<file path="src/rtl/uart_rx_axis.sv">
// UART receiver with an AXI4-Stream master output.
// Bit timing comes from an external baud tick. Each bit is sampled DELAY
// clocks after its tick. A good frame loads a single-entry output register.
//
// state       | meaning
// ------------+----------------------------------------------------------
// S_WAIT_IDLE | after reset; wait for a high sample before accepting starts
// S_IDLE      | line idle; a low sample is a start bit
// S_DATA      | shifting data bits, LSB first
// S_PARITY    | checking the parity bit against the received data
// S_STOP      | checking the stop bit(s); the frame completes on the last one
module uart_rx_axis #(
    parameter int PARITY_ENA  = 0,
    parameter int PARITY_TYPE = 0,
    parameter int STOP_BITS   = 1,
    parameter int DATA_BITS   = 8,
    parameter int DELAY       = 3,
    parameter int BUS_WIDTH   = 1
) (
    input  logic                   aclk,
    input  logic                   arst,
    input  logic                   uart_ena,
    input  logic                   rxd,
    output logic [BUS_WIDTH*8-1:0] m_axis_tdata,
    output logic                   m_axis_tvalid,
    input  logic                   m_axis_tready
);

    typedef enum logic [2:0] {
        S_WAIT_IDLE,
        S_IDLE,
        S_DATA,
        S_PARITY,
        S_STOP
    } state_t;

    localparam logic [2:0] LAST_DATA = 3'(DATA_BITS - 1);
    localparam logic [2:0] LAST_STOP = 3'(STOP_BITS - 1);
    localparam logic       PAR_ODD   = 1'(PARITY_TYPE);

    logic strobe;

    generate
        if (DELAY == 0) begin : g_no_delay
            assign strobe = uart_ena;
        end else begin : g_delay
            localparam int CNT_W = $clog2(DELAY + 1);
            logic [CNT_W-1:0] dly_cnt;

            // Down-counter reloaded by every baud tick; terminal count 1 marks the sample cycle.
            always_ff @(posedge aclk or posedge arst) begin
                if (arst) begin
                    dly_cnt <= '0;
                end else if (uart_ena) begin
                    dly_cnt <= CNT_W'(DELAY);
                end else if (dly_cnt != '0) begin
                    dly_cnt <= dly_cnt - CNT_W'(1);
                end
            end

            assign strobe = (dly_cnt == CNT_W'(1)) && !uart_ena;
        end
    endgenerate

    state_t                 state_q, state_d;
    logic [2:0]             bit_cnt_q, bit_cnt_d;
    logic [DATA_BITS-1:0]   shift_q, shift_d;
    logic                   err_q, err_d;
    logic                   frame_ok;
    logic [BUS_WIDTH*8-1:0] tdata_d;
    logic                   tvalid_d;

    // Frame FSM: next state, bit counter, shift register and error flag.
    always_comb begin
        state_d   = state_q;
        bit_cnt_d = bit_cnt_q;
        shift_d   = shift_q;
        err_d     = err_q;
        frame_ok  = 1'b0;
        if (strobe) begin
            case (state_q)
                S_WAIT_IDLE: begin
                    if (rxd) begin
                        state_d = S_IDLE;
                    end
                end
                S_IDLE: begin
                    if (!rxd) begin
                        state_d   = S_DATA;
                        bit_cnt_d = '0;
                        err_d     = 1'b0;
                    end
                end
                S_DATA: begin
                    shift_d[bit_cnt_q] = rxd;
                    if (bit_cnt_q == LAST_DATA) begin
                        bit_cnt_d = '0;
                        state_d   = (PARITY_ENA != 0) ? S_PARITY : S_STOP;
                    end else begin
                        bit_cnt_d = bit_cnt_q + 3'd1;
                    end
                end
                S_PARITY: begin
                    if (((^shift_q) ^ rxd) != PAR_ODD) begin
                        err_d = 1'b1;
                    end
                    state_d = S_STOP;
                end
                S_STOP: begin
                    if (!rxd) begin
                        err_d = 1'b1;
                    end
                    if (bit_cnt_q == LAST_STOP) begin
                        bit_cnt_d = '0;
                        state_d   = S_IDLE;
                        frame_ok  = !err_q && rxd;
                    end else begin
                        bit_cnt_d = bit_cnt_q + 3'd1;
                    end
                end
                default: begin
                    state_d = S_WAIT_IDLE;
                end
            endcase
        end
    end

    // Output register: drain on handshake, load a good frame when there is room.
    always_comb begin
        tdata_d  = m_axis_tdata;
        tvalid_d = m_axis_tvalid;
        if (m_axis_tvalid && m_axis_tready) begin
            tvalid_d = 1'b0;
        end
        if (frame_ok && (!m_axis_tvalid || m_axis_tready)) begin
            tdata_d                  = '0;
            tdata_d[DATA_BITS-1:0]   = shift_q;
            tvalid_d                 = 1'b1;
        end
    end

    // State and datapath registers.
    always_ff @(posedge aclk or posedge arst) begin
        if (arst) begin
            state_q       <= S_WAIT_IDLE;
            bit_cnt_q     <= '0;
            shift_q       <= '0;
            err_q         <= 1'b0;
            m_axis_tdata  <= '0;
            m_axis_tvalid <= 1'b0;
        end else begin
            state_q       <= state_d;
            bit_cnt_q     <= bit_cnt_d;
            shift_q       <= shift_d;
            err_q         <= err_d;
            m_axis_tdata  <= tdata_d;
            m_axis_tvalid <= tvalid_d;
        end
    end

endmodule

</file>
<file path="config.mk">
export PLATFORM = sky130hd
export DESIGN_NAME = uart_rx_axis
export DESIGN_NICKNAME = d
export VERILOG_FILES = /design/src/rtl/uart_rx_axis.sv
export SDC_FILE = /design/constraint.sdc
export NUM_CORES = 1
export LEC_CHECK = 0
export ABC_CLOCK_PERIOD_IN_PS = 2300
export CAP_MARGIN = 20
export CORE_MARGIN = 8
export CORE_UTILIZATION = 35
export DETAILED_ROUTE_END_ITERATION = 6
export PLACE_DENSITY = 0.61
export SYNTH_ARGS = -nofsm -noshare
export SYNTH_HDL_FRONTEND = slang
export SYNTH_SLANG_ARGS = --single-unit
</file>
<file path="constraint.sdc">
create_clock -name aclk -period 2.3 [get_ports aclk]
set_input_delay 0.23 -clock aclk [delete_from_list [all_inputs] [get_ports aclk]]
set_output_delay 0.23 -clock aclk [all_outputs]
set_load 0.005 [all_outputs]
</file>
Word-level counts from Yosys, hierarchy flattened
Index checks and enable logic that the tools add are counted.
Cells by class
  multipliers: 0
  $lt $le $gt $ge: 2
  reductions and logical operators: 21
  muxes and demuxes: 23
  shift-type cells: 0
  add/subtract/negate cells: 2
  divide/modulo/power cells: 0
  equality and inequality tests: 12
  bitwise logic cells: 1
Operator list (number)
  3-bit 2-to-1 mux: 7
  3-bit case mux with 5 select lines: 1
  2-bit inequality test (second input constant): 6
  5-bit AND reduction: 2
  1-bit 2-to-1 mux: 9
  3-bit case mux with 3 select lines: 1
  8-bit bitwise mux: 1
  8-bit XOR reduction: 1
  3-bit by 2-bit equality test with 1-bit output (second input constant): 2
  3-bit equality test (second input constant): 2
  3-bit zero test: 2
  2-bit nonzero test: 3
  3-bit nonzero test: 2
  1-bit logical AND: 5
  3-bit by 4-bit less-than comparator with 1-bit output (second input constant): 1
  2-bit 2-to-1 mux: 2
  3-bit by 1-bit adder with 3-bit output (second input constant): 1
  1-bit demux with 3-bit select: 1
  3-bit by 1-bit equality test with 1-bit output (second input constant): 1
  3-bit by 1-bit >= comparator with 1-bit output (second input constant): 1
  1-bit zero test: 3
  1-bit case mux with 3 select lines: 1
  3-bit AND reduction: 1
  2-bit by 1-bit equality test with 1-bit output (second input constant): 1
  4 further kinds: 4
Storage, ports and cells
  bits in registers: 26
  bits in writable memories: 0
  memories: 0
  output and inout bits: 9
  latch bits: 0
  logic and storage cells: 68
  bits of input ports: 5
  memory bits (read-only): 0

Longest topological paths before layout
Gate-level depths: netlist of run 1.
  depth in word-level cells: 7
  gate-level depth with buffers: 6
  gate-level depth less buffers: 6

Worst setup path after synthesis of run 1
Ideal clock, no wire load.
  path type: register -> register
  start point: register g_delay.dly_cnt[1]
  end point: register shift_q[0]
  buffers on the path: 0
  required time: 2.175 ns
  cell stages (with the launch flop): 7
  library setup time: 0.125 ns
  path slack: 0.575 ns
  period minus slack after synthesis: 1.725 ns
  arrival time: 1.600 ns
  path through: dfrtp_1 inv_1 ha_1 nand2b_1 or4_1 nor3_1 mux2_2
On the way
  word-level cells in the longest chain between the ends: 3
RTL lines
  from (decl): line 48  | logic [CNT_W-1:0] dly_cnt;
  from (signal assigned): line 55  | dly_cnt <= CNT_W'(DELAY);
  from (signal assigned): line 57  | dly_cnt <= dly_cnt - CNT_W'(1);
  2-bit by 1-bit equality test with 1-bit output: line 61  | assign strobe = (dly_cnt == CNT_W'(1)) && !uart_ena;
  1-bit logical AND: line 61
  2-bit AND reduction (no line)
  to (signal assigned): line 154  | shift_q <= shift_d;
  to (decl): line 67  | logic [DATA_BITS-1:0] shift_q, shift_d;
Every way passes these cells.
A chain may end at the register's enable or synchronous reset.

Worst setup path in the final report of run 1
  start point: register bit_cnt_q[1]
  end point: register m_axis_tdata[5]
On the way
  word-level cells in the longest chain between the ends: 5
RTL lines
  from (decl): line 66  | logic [2:0] bit_cnt_q, bit_cnt_d;
  from (signal assigned): line 153  | bit_cnt_q <= bit_cnt_d;
  3-bit zero test: line 113  | if (bit_cnt_q == LAST_STOP) begin
  1-bit 2-to-1 mux: line 113
  1-bit 2-to-1 mux: line 81  | case (state_q)
  1-bit 2-to-1 mux: line 80  | if (strobe) begin
  1-bit logical AND: line 135  | if (frame_ok && (!m_axis_tvalid || m_axis_tready)) begin
  to (signal assigned): line 156  | m_axis_tdata <= tdata_d;
  to (decl): line 24  | output logic [BUS_WIDTH*8-1:0] m_axis_tdata,
Every way passes these cells.

==> impl_metrics.ini, run 1 <==
[outcome]
status = finished clean

[clocking]
cts_hold_buf = 0
cts_sinks = 26
h-tree-depth = 1
cts_tree = built
clk_path_buf_depth = 2
root_buffer = clkbuf_8
clk_latency_ps = 270
cts_resized = 0
post-cts-setup-buffers = 0
numCtsBuffers = 3
clkTransAtPathRegs_ps = 90

[yosys]
synth_area_sq_um = 1390
synth_area_leaders = dfrtp_1 47%, mux2_2 15%, ha_1 4.5%
ys_seq_elements = 26
syn_area_per_cell_sq_um = 11.5
syn_inst = 121
yosys.area.top_type_share_pct = 46.7
synth-seq-area-share_pct = 46.7
yosysTopAreaCell = dfrtp_1
synth.distinct_cells = 32
synth_warnings = 0
synth_fp_nets = 131

[critical_path]
crit_path_max_fanout = 8
path_class = flop to flop
required_ps = 2460
arrival_ps = 2140
critPathLaunchType = flop
end_kind = flop
slowest_delay_ps = 460
r2r-start = bit_cnt_q[1]
worst_path_max_delay_cell = dfrtp_1
crit_chain = inv_1 -> ha_1 -> nand2b_1 -> nor4b_4 -> nand3_2 -> mux2_2
r2r_cells = 6
regToRegEndpoint = m_axis_tdata[5]
r2r_slack_ps = 320

[final_layout]
final_cell_mix = 26 x dfrtp_1, 18 x mux2_2, 13 x clkdlybuf4s50_1
syn2layout_area_growth_pct = 19.2
antennaDiodeCount = 0
layout.nets = 148
drive_gt1_share_pct = 21.9
final_common_cell = dfrtp_1

[floorplanning]
core_area_sq_um = 3910
dieHeight_microns = 79.1
initial_core_util_pct = 35.6
num_io_pins = 14
die_area_sq_um = 6260
rows = 23
die_x_microns = 79.1

[detailed_routing]
num_vias = 925
wirelength_microns = 2570
drt_pass1_iterations = 4
viasPerCell = 4.95
drt_iter0_drc = 32
ant_nets = 0
wl_per_cell_microns = 13.7
drc = 0

[timing]
finalCritPeriodShare_pct = 86.2
slew_violations = 0
maxSlewHeadroom_pct = 66.2
max_freq_mhz = 505
rsz0062_at_grt = false
worst_hold_slack_ps = 311
clock-skew-final_ps = 3.75
hold_viol = 0
setup_tns_ps = 0
finalSetupViolCount = 0
worst_pin_slew_ps = 498
min_period_ps = 1980

[power]
p_switching_mw = 0.451
pwr-share-comb_pct = 28.1
vdd_drop_max_v = 0.000439
clkPwrFrac_pct = 26.7
p_int_mw = 0.939
switching_share_pct = 32.4
p_leak_nw = 0.769
power.density_nw_per_um2 = 837
pwr-share-seq_pct = 45.2

[grt]
grtUsageTotal_pct = 8.87
antenna_found_initial = 0
grt_pass1_vias = 974
grt_max_degree = 27
overflow = 0
grt_pass1_wl_microns = 4470

[place]
io_buffers = 13
place.gp.congestion = 0.826
post-dp-hpwl_microns = 1960

[hold_path]
hold_class = input pin to asynchronous set/reset pin

[job]
cap_violations = 0
-- synth_stat cells --
| cell | instances |
|---|---|
| o311ai_1 | 1 |
| or2_2 | 1 |
| or4_1 | 1 |
| mux2_2 | 18 |
| ha_1 | 5 |
| o22ai_1 | 1 |
| dfrtp_1 | 26 |
| nor2b_1 | 5 |
| buf_2 | 3 |
| nand3_2 | 1 |
| nor3b_1 | 2 |
| a21oi_1 | 5 |
| o21ai_0 | 2 |
| nor4_1 | 1 |
| nand2_1 | 5 |
| clkbuf_1 | 1 |
| nor4_2 | 1 |
| xnor2_1 | 4 |
| nor4b_4 | 1 |
| mux2i_1 | 2 |
| nand2b_1 | 6 |
| nor2_1 | 2 |
| nand2b_4 | 1 |
| inv_1 | 7 |
| a2bb2oi_1 | 1 |
| o21ai_1 | 1 |
| xor2_1 | 3 |
| nor3_1 | 4 |
| xnor3_1 | 1 |
| nand3_1 | 6 |
| o32ai_1 | 2 |
| a21o_1 | 1 |
-- layer usage --
metal	wire length, microns	vias to the layer above	GRT usage (%)
met1	1100	451	9.63
met2	1340	11	16.1
li1	-	458	-
met4	44	0	3.89
met3	81	5	1.92
met5	0	-	0
-- power groups by stage --
stage	Sequential, mW	Clock (mW)	Combinational, mW
3_5_place_dp	0.635	0	0.393
2_1_floorplan	0.577	0	0.353
4_1_cts	0.626	0.390	0.395
6_report	0.628	0.372	0.391
3_3_place_gp	0.633	0	0.376
5_1_grt	0.640	0.403	0.440
-- cell families after synthesis --
group                    synth area share (%)
AND/OR/NAND/NOR                          17.2
flip-flops                               46.7
multiplexers                             16.0
AO/OA/AOI/OAI                            6.37
buffers and inverters                    3.23
XOR/XNOR                                 6.01
adder cells (fa/ha/maj)                  4.49
-- sequential cells by signal, indices dropped and copies added (netlist names) --
register / cells
shift_q: 8
state_q: 3
m_axis_tvalid: 1
m_axis_tdata: 8
err_q: 1
g_delay.dly_cnt: 2
bit_cnt_q: 3
-- worst max-delay path, delay by kind of cell (launching register included) --
| kind | cells | cell delay (ps) |
|---|---|---|
| and+or+nand+nor | 3 | 660 |
| buffers and inverters | 1 | 170 |
| DFF | 1 | 460 |
| adders and majority gates | 1 | 230 |
| muxes | 1 | 350 |
-- worst max-delay path by stage --
stage | startpoint | slack (ps) | endpoint | depth (start not counted)
finish | bit_cnt_q[1] | 320 | m_axis_tdata[5] | 6
global route | bit_cnt_q[1] | 160 | m_axis_tdata[1] | 6
CTS | bit_cnt_q[1] | 310 | m_axis_tdata[4] | 6
detailed placement | uart_ena | 240 | shift_q[0] | 5
global placement | uart_ena | 300 | shift_q[0] | 5
floorplan | g_delay.dly_cnt[1] | 580 | shift_q[0] | 6
-- final cells by class --
| cell class | instances | area, sq um |
|---|---|---|
| Clock buffer | 3 | 41.3 |
| Tap cell | 50 | 62.6 |
| Clock inverter | 1 | 30.0 |
| Sequential cell | 26 | 651 |
| Timing Repair Buffer | 16 | 153 |
| Inverter | 7 | 26.3 |
| Fill cell | 391 | 2250 |
| Multi-Input combinational cell | 84 | 698 |
-- stage by stage --
stage / cells / utilization [%] / instance area, sq um / power, mW / setup slack [ps]
after floorplan: 121 / - / 1390 / 0.930 / 575
after global placement: 183 / 40.6 / 1590 / 1.01 / 302
after detailed placement: 183 / 40.6 / 1590 / 1.03 / 239
after CTS: 187 / 42.5 / 1660 / 1.41 / 308
after global routing: 187 / 42.5 / 1660 / 1.48 / 156
final: 187 / 42.5 / 1660 / 1.39 / 318
Power figures use the tool's default switching activity.
==> inputs of run 2 (changes only) <==
--- a/config.mk
+++ b/config.mk
@@ -5,12 +5,12 @@
 export SDC_FILE = /design/constraint.sdc
 export NUM_CORES = 1
 export LEC_CHECK = 0
-export ABC_CLOCK_PERIOD_IN_PS = 2300
+export ABC_CLOCK_PERIOD_IN_PS = 1850
 export CAP_MARGIN = 20
 export CORE_MARGIN = 8
 export CORE_UTILIZATION = 35
 export DETAILED_ROUTE_END_ITERATION = 6
-export PLACE_DENSITY = 0.61
+export PLACE_DENSITY = 0.53
 export SYNTH_ARGS = -nofsm -noshare
 export SYNTH_HDL_FRONTEND = slang
 export SYNTH_SLANG_ARGS = --single-unit
==> constraint.sdc (replaced) <==
create_clock -name aclk -period 1.85 [get_ports aclk]
set_input_delay 0.185 -clock aclk [delete_from_list [all_inputs] [get_ports aclk]]
set_output_delay 0.185 -clock aclk [all_outputs]
set_load 0.005 [all_outputs]
==> run 2 against run 1 <==
Effect of this change: non-clock buffer count grew 14; global-route usage is essentially flat; maximum frequency grew 11%; largest power group unchanged; worst hold slack lost 49 ps; critical path type unchanged; critical endpoint is now shift_q[0]; via count grew 6.4%; sequential power grew 16%; largest cell class unchanged; clock power grew 29%; die area is the same; highest routed layer unchanged.
==> impl_metrics.ini, run 2 (synthesis gave the netlist of run 1 again) <==
[outcome]
status = finished clean

[power]
clkPwrFrac_pct = 25.7
p_int_mw = 1.25
switching_share_pct = 33.0
p_switching_mw = 0.617
p_leak_nw = 0.841
vdd_drop_max_v = 0.000455
pwr-share-seq_pct = 38.9
power.density_nw_per_um2 = 1040
pwr-share-comb_pct = 35.4

[clocking]
clkTransAtPathRegs_ps = 90
h-tree-depth = 1
numCtsBuffers = 3
cts_hold_buf = 0
root_buffer = clkbuf_8
clk_latency_ps = 280
clk_path_buf_depth = 2
cts_tree = built
cts_sinks = 26

[final_layout]
layout.nets = 162
drive_gt1_share_pct = 34.4
syn2layout_area_growth_pct = 29.6
final_util_pct = 46.2
final_area_sq_um = 1810
final_common_cell = dfrtp_1
final_cell_mix = 26 x dfrtp_1, 18 x mux2_2, 17 x buf_4
reg_top3 = m_axis_tdata (8), shift_q (8)
antennaDiodeCount = 0

[job]
cap_violations = 0

[timing]
clock-skew-final_ps = 2.72
finalCritPeriodShare_pct = 96.1
finalSetupViolCount = 0
max_freq_mhz = 563
slew_violations = 0
maxSlewHeadroom_pct = 64.8
hold_viol = 0
min_period_ps = 1780
worst_pin_slew_ps = 520
timing.final.ws_setup_ps = 72.2
worst_hold_slack_ps = 263

[critical_path]
r2r_slack_ps = 70
end_kind = flop
r2r-start = g_delay.dly_cnt[1]
arrival_ps = 1950
path_delay_family = simple AND/OR/NAND/NOR gates
path_buf_inv = 1
path_class = flop to flop
critPathLaunchType = flop
worst_path_max_delay_cell = or4_4
crit_path_max_fanout = 4
crit_chain = inv_2 -> ha_2 -> nand2b_1 -> or4_4 -> nor3_2 -> mux2_2
critical_path.startpoint = g_delay.dly_cnt[1]
required_ps = 2020
slowest_delay_ps = 480

[grt]
grt_pass1_wl_microns = 4440
antenna_found_initial = 0
overflow = 0
grt_max_degree = 27
grt_pass1_vias = 953
grtUsageTotal_pct = 8.86

[place]
placed_cell_area_sq_um = 1680
place.gp.congestion = 0.758
post-dp-hpwl_microns = 1990
io_buffers = 13
place_ws_ps = -63.9

[detailed_routing]
top_layer = met4
drt_iter0_drc = 37
ant_nets = 0
dr_wl_met3_microns = 88
drc = 0
dr_wl_met2_microns = 1330
num_vias = 984
viasPerCell = 4.90
wirelength_microns = 2710
wl_per_cell_microns = 13.5
drt_pass1_iterations = 4
wl_met1_microns = 1220

[floorplanning]
initial_core_util_pct = 35.6
num_io_pins = 14
dieHeight_microns = 79.1
die_area_sq_um = 6260
die_x_microns = 79.1
rows = 23
core_area_sq_um = 3910

[hold_path]
hold_class = input pin to asynchronous set/reset pin
[run 2: changes by cell type in the layout (fill, tap and decap cells not counted), sizes merged]
cell / delta
buf: +14
[run 2: area by class of cell]
type	instances	area [sq um]
clock buffers	3	41.3
inverters	7	26.3
repair buffers	30	258
clock inverters	1	30.0
fillers	374	2110
flip-flops and latches	26	651
multi-input cells	84	738
well taps	50	62.6
[run 2: worst paths after layout]
path	end	depth (start not counted)
worst min-delay path	g_delay.dly_cnt[0]	3
worst max-delay path	shift_q[0]	6
min in group aclk	m_axis_tdata[5]	1
worst min register to register	m_axis_tdata[5]	1
max in group asynchronous	m_axis_tdata[6]	3
worst max register to register	shift_q[0]	6
[run 2: power by group through the flow]
stage / logic [mW] / registers, mW / clock network, mW
5_1_grt: 0.727 / 0.737 / 0.515
6_report: 0.662 / 0.728 / 0.481
3_5_place_dp: 0.630 / 0.733 / 0
3_3_place_gp: 0.620 / 0.732 / 0
4_1_cts: 0.636 / 0.721 / 0.485
2_1_floorplan: 0.439 / 0.717 / 0
[run 2: worst min-delay path, cell delays in order]
cell and delay (ps):
clkdlybuf4s50_1 400, inv_1 50, buf_4 310
[run 2: routing by layer]
| metal | global-route usage, % | vias up |
|---|---|---|
| met3 | 1.47 | 5 |
| met4 | 4.44 | 0 |
| met5 | 0 | - |
| met1 | 11.1 | 480 |
| li1 | - | 485 |
| met2 | 14.4 | 14 |
[run 2: per-stage QoR]
step	TNS (ps)	cells	total power, mW
3_5_place_dp	-213	195	1.36
4_1_cts	0	199	1.84
3_3_place_gp	-154	195	1.35
2_1_floorplan	0	121	1.16
5_1_grt	-116	201	1.98
6_report	0	201	1.87
[run 2: repair_timing]
| item | in CTS | in global routing |
|---|---|---|
| resized for setup | 2 | 8 |
| gates cloned | 0 | 0 |
| hold endpoints to repair | 0 | 0 |
| buffers inserted | 0 | 2 |
| pin swaps | 0 | 2 |
| setup endpoints to repair | 2 | 12 |
